--- config.mk ---
export PLATFORM = sky130hd
export DESIGN_NAME = icache_responder
export DESIGN_NICKNAME = d
export VERILOG_FILES = /design/src/rtl/icache_responder.sv
export SDC_FILE = /design/constraint.sdc
export NUM_CORES = 2
export LEC_CHECK = 0
export CORE_UTILIZATION = 50
export CTS_CLUSTER_SIZE = 14
export DETAILED_ROUTE_END_ITERATION = 16
export PLACE_DENSITY_LB_ADDON = 0.3
export SYNTH_ARGS = -nofsm -noshare
export SYNTH_HDL_FRONTEND = slang
export SYNTH_SLANG_ARGS = --single-unit
--- constraint.sdc ---
create_clock -name clk -period 19.8 [get_ports clk]
set_clock_uncertainty 0.1 [all_clocks]
set_input_delay 1.98 -clock clk [delete_from_list [all_inputs] [get_ports clk]]
set_output_delay 1.98 -clock clk [all_outputs]
set_load 0.005 [all_outputs]
--- src/rtl/icache_responder.sv ---
// Direct-mapped read-only instruction cache: 0-cycle hits, 32-byte line fills over a 256-bit port.
// Optional macro ICACHE_PERF_EN adds saturating perf_hits / perf_misses counters.
module icache_responder #(
    parameter int S_INDEX = 3,
    parameter int S_TAG   = 27 - S_INDEX
) (
    input  logic         clk,
    input  logic         rst,
    input  logic         instr_read,
    input  logic [31:0]  instr_mem_address,
    input  logic         instr_flush,
    output logic [31:0]  instr_rdata,
    output logic         instr_resp,
    output logic [31:0]  pmem_address,
    output logic         pmem_read,
    input  logic [255:0] pmem_rdata,
    input  logic         pmem_resp
`ifdef ICACHE_PERF_EN
    ,
    output logic [31:0]  perf_hits,
    output logic [31:0]  perf_misses
`endif
);

    localparam int SETS = 1 << S_INDEX;

    typedef enum logic {
        IDLE,
        FILL
    } state_t;

    state_t             state_reg, state_next;
    logic [SETS-1:0]    valid_reg, valid_next;
    logic [S_TAG-1:0]   tag_reg  [SETS];
    logic [255:0]       data_reg [SETS];
    logic               discard_reg, discard_next;
    logic [31:0]        line_addr_reg, line_addr_next;

    logic [S_INDEX-1:0] req_index;
    logic [S_TAG-1:0]   req_tag;
    logic [2:0]         req_word;
    logic [S_INDEX-1:0] fill_index;
    logic [S_TAG-1:0]   fill_tag;
    logic               hit;
    logic               lookup_hit;
    logic               start_fill;
    logic               fill_write;
    logic [31:0]        word_mux [8];
    logic               unused_addr_bits;

    assign req_index  = instr_mem_address[4+S_INDEX:5];
    assign req_tag    = instr_mem_address[31:5+S_INDEX];
    assign req_word   = instr_mem_address[4:2];
    assign fill_index = line_addr_reg[4+S_INDEX:5];
    assign fill_tag   = line_addr_reg[31:5+S_INDEX];

    // Byte offset within a word is irrelevant for aligned instruction fetch.
    assign unused_addr_bits = ^instr_mem_address[1:0];

    assign hit        = valid_reg[req_index] && (tag_reg[req_index] == req_tag);
    assign lookup_hit = (state_reg == IDLE) && instr_read && hit;
    assign start_fill = (state_reg == IDLE) && instr_read && !hit;
    assign fill_write = (state_reg == FILL) && pmem_resp;

    genvar gi;
    generate
        for (gi = 0; gi < 8; gi++) begin : g_word
            assign word_mux[gi] = data_reg[req_index][gi*32 +: 32];
        end

        // Flush wins over a completing fill; a poisoned fill lands invalid.
        for (gi = 0; gi < SETS; gi++) begin : g_valid
            assign valid_next[gi] = instr_flush ? 1'b0 :
                                    (fill_write && (fill_index == S_INDEX'(gi))) ? ~discard_reg :
                                    valid_reg[gi];
        end
    endgenerate

    always_comb begin
        state_next     = state_reg;
        discard_next   = discard_reg;
        line_addr_next = line_addr_reg;
        instr_resp     = 1'b0;
        instr_rdata    = 32'h0;
        case (state_reg)
            IDLE: begin
                if (lookup_hit) begin
                    instr_resp  = 1'b1;
                    instr_rdata = word_mux[req_word];
                end else if (start_fill) begin
                    state_next     = FILL;
                    line_addr_next = {instr_mem_address[31:5], 5'b0};
                    discard_next   = 1'b0;
                end
            end
            FILL: begin
                if (pmem_resp) begin
                    state_next   = IDLE;
                    discard_next = 1'b0;
                end else if (instr_flush) begin
                    discard_next = 1'b1;
                end
            end
            default: state_next = IDLE;
        endcase
    end

    always_ff @(posedge clk or negedge rst) begin
        if (!rst) begin
            state_reg     <= IDLE;
            valid_reg     <= '0;
            discard_reg   <= 1'b0;
            line_addr_reg <= 32'h0;
        end else begin
            state_reg     <= state_next;
            valid_reg     <= valid_next;
            discard_reg   <= discard_next;
            line_addr_reg <= line_addr_next;
        end
    end

    // Tag and data storage carry no reset; validity alone qualifies them.
    always_ff @(posedge clk) begin
        if (fill_write) begin
            tag_reg[fill_index]  <= fill_tag;
            data_reg[fill_index] <= pmem_rdata;
        end
    end

    assign pmem_read    = (state_reg == FILL);
    assign pmem_address = line_addr_reg;

`ifdef ICACHE_PERF_EN
    logic [31:0] perf_hits_reg, perf_misses_reg;

    always_ff @(posedge clk or negedge rst) begin
        if (!rst) begin
            perf_hits_reg   <= 32'h0;
            perf_misses_reg <= 32'h0;
        end else begin
            if (lookup_hit && (perf_hits_reg != 32'hFFFF_FFFF)) begin
                perf_hits_reg <= perf_hits_reg + 32'd1;
            end
            if (start_fill && (perf_misses_reg != 32'hFFFF_FFFF)) begin
                perf_misses_reg <= perf_misses_reg + 32'd1;
            end
        end
    end

    assign perf_hits   = perf_hits_reg;
    assign perf_misses = perf_misses_reg;
`endif

endmodule
==> results_dict.tcl <==
set metrics [dict create \
    status "complete, no violations" \
    yosys-top-cells-count "edfxtp_1, mux4_2, buf_2" \
    rows 152 \
    synth.distinct_cells 39 \
    dp_hpwl_um 100000 \
    rsz0062_at_grt "no" \
    slew_headroom 0.191 \
    grt_pass1_vias 39500 \
    async_reset_ff_frac 0.0162 \
    clk_latency_ps 850 \
    arrival_ps 8130 \
    crit_fanout 93 \
    core_um2 172000 \
    grt.total_usage 0.215 \
    period_minus_slack_ps 10210 \
    grt_start_max_net_pins 144 \
    first_pass_iters 5 \
    antenna_found_initial 61 \
    die-height_um 418 \
    cts_tree "built" \
    synthFlopType "edfxtp_1" \
    yosysSeqAreaShare 0.787 \
    drt_wl_total_um 186000 \
    hold_viol_final 0 \
    yosysMostFrequentCell "edfxtp_1" \
    overflow 0 \
    clock.fmax_ghz 0.0979 \
    post_drt_via_cell_ratio 5.91 \
    fill_cells 12100 \
    die_x_um 418 \
    gp_congestion 0.767 \
    clk_pin_slew_ps 60 \
    worst-setup-path-type "primary input to output port" \
    initial_utilization 0.504 \
    setup_viol 0 \
    nets 4133 \
    crit_start "instr_mem_address[7]" \
    htree_levels 4 \
    dieArea_um2 175000 \
    synth_seq_cells 2277 \
    required_ps 17720 \
    slew_violations 0 \
    grt_pass1_wl_um 271000 \
    hold-path-cell-count 2 \
    drive_above_1_share 0.275 \
    p_leak_nw 31.1 \
    synth_edf_count 2240 \
    r2r_end "data_reg[7][140]" \
    largest_reg_flops 2048 \
    reg2reg_setup_slack_ps 14780 \
    peakVddDrop_mv 0.0880 \
    ys_warn_count 0 \
    timing.setup.tns_ps 0 \
    ctsHoldBuffers 0 \
    multi_input_area_um2 17700 \
    drt-initial-drc-count 3100 \
    yosysTopAreaCellShare 0.776 \
    end_kind "output port" \
    fin_crit_sh 0.516 \
    yosysTopAreaCell "edfxtp_1" \
    crit_path_end "instr_rdata[6]" \
    synth_area_leaders "edfxtp_1, mux4_2, dfrtp_1" \
    syn_inst 3383 \
    power.density_nw_per_um2 103 \
    seqCellArea_um2 68200 \
    areaGrowthSynthToFinish_pct 15.5 \
    root_buffer "clkbuf_16" \
    clockBufferDepth 3 \
    syn_avg_cell_area_um2 25.6 \
    crit_path_start_kind "primary input" \
    wl_per_cell_um 29.2 \
    ff2ff_path_depth 5 \
    whs_ps 466 \
    worst_pin_slew_ps 1210 \
    hp-class "flip-flop to flip-flop" \
    io_pins 359 \
    ant_nets 0 \
    syn_area_um2 86700 \
    cts_setup_buffers 0 \
    clock_sinks 2277 \
    cts_buffers 222 \
    io_buffers 351 \
    cts_resized 0 \
    timing.rr.start "pmem_read" \
    drc_errors 0 \
    drv_cap 0 \
    vias 37600 \
]
[layout by cell type, fill, tap and decap left out, types with 6 or more instances in the layout]
cell type and instances:
a211oi_1 13, a21oi_1 9, a22oi_1 14, and3_1 7, buf_12 12, buf_4 48
bufinv_16 18, clkbuf_1 53, clkbuf_16 225, clkdlybuf4s50_1 344, clkinv_1 56, clkinv_2 36
dfrtp_1 37, diode_2 26, edfxtp_1 2240, mux2_2 19, mux2_4 8, mux2i_1 53
mux4_2 702, nor2_1 8, nor2_4 6, nor2b_1 34, xor2_1 12
[metal layers]
metal	track usage	vias up	part of all wire
met5	0	-	0.0013
met1	0.274	20400	0.38
met2	0.371	1070	0.53
met3	0.0437	346	0.056
met4	0.0707	38	0.025
li1	-	15800	-
[metrics by stage]
step / instances / cell area (µm²) / worst slack (ps) / total power [mW] / util
2_1_floorplan: 3387 / 86700 / 4630 / 6.12 / -
3_3_place_gp: 5926 / 92900 / 9630 / 6.35 / 0.540
3_5_place_dp: 5926 / 92900 / 9580 / 6.37 / 0.540
4_1_cts: 6340 / 100000 / 9470 / 10.5 / 0.582
5_1_grt: 6358 / 100000 / 9190 / 10.7 / 0.582
6_report: 6366 / 100000 / 9590 / 10.4 / 0.582
[worst min path at each step]
stage / endpoint / start / slack, ps
final: valid_reg[1] / valid_reg[1] / 470
after global routing: valid_reg[7] / valid_reg[7] / 500
after CTS: valid_reg[1] / valid_reg[1] / 470
after detailed placement: valid_reg[1] / valid_reg[1] / 460
after global placement: valid_reg[1] / valid_reg[1] / 450
after floorplan: valid_reg[2] / valid_reg[2] / 440
[power by group]
group          leakage (nW)  switching, mW  internal (mW)
registers              20.7         0.0663           5.51
logic                  6.94          0.363          0.311
clock network          3.48           1.77           2.34
total                  31.1           2.20           8.16
[layout make-up]
type                       count  area share
sequential                  2277       0.681
multi-input combinational    928       0.177
clock buffer                 282      0.0588
timing repair buffer         409      0.0410
tap                         2310      0.0289
clock inverter               132      0.0127
antenna                       26    0.000650
inverter                       2   0.0000750
[critical path, stage by stage]
cell and delay [ps]:
buf_8 370, buf_12 550, buf_4 870, mux4_2 420
mux2i_1 280, o211ai_1 140, nor4_1 890, nand4b_1 610
buf_4 500, nor2b_1 310, clkdlybuf4s50_1 570
[cells by family after synthesis]
family	share of synthesized area
compound gates	0.00393
xor+xnor	0.00141
buf+inv	0.0104
flops	0.787
mux	0.192
other cells	0.0000433
simple gates	0.00508
No activity file was read; power rests on OpenSTA's default activity.
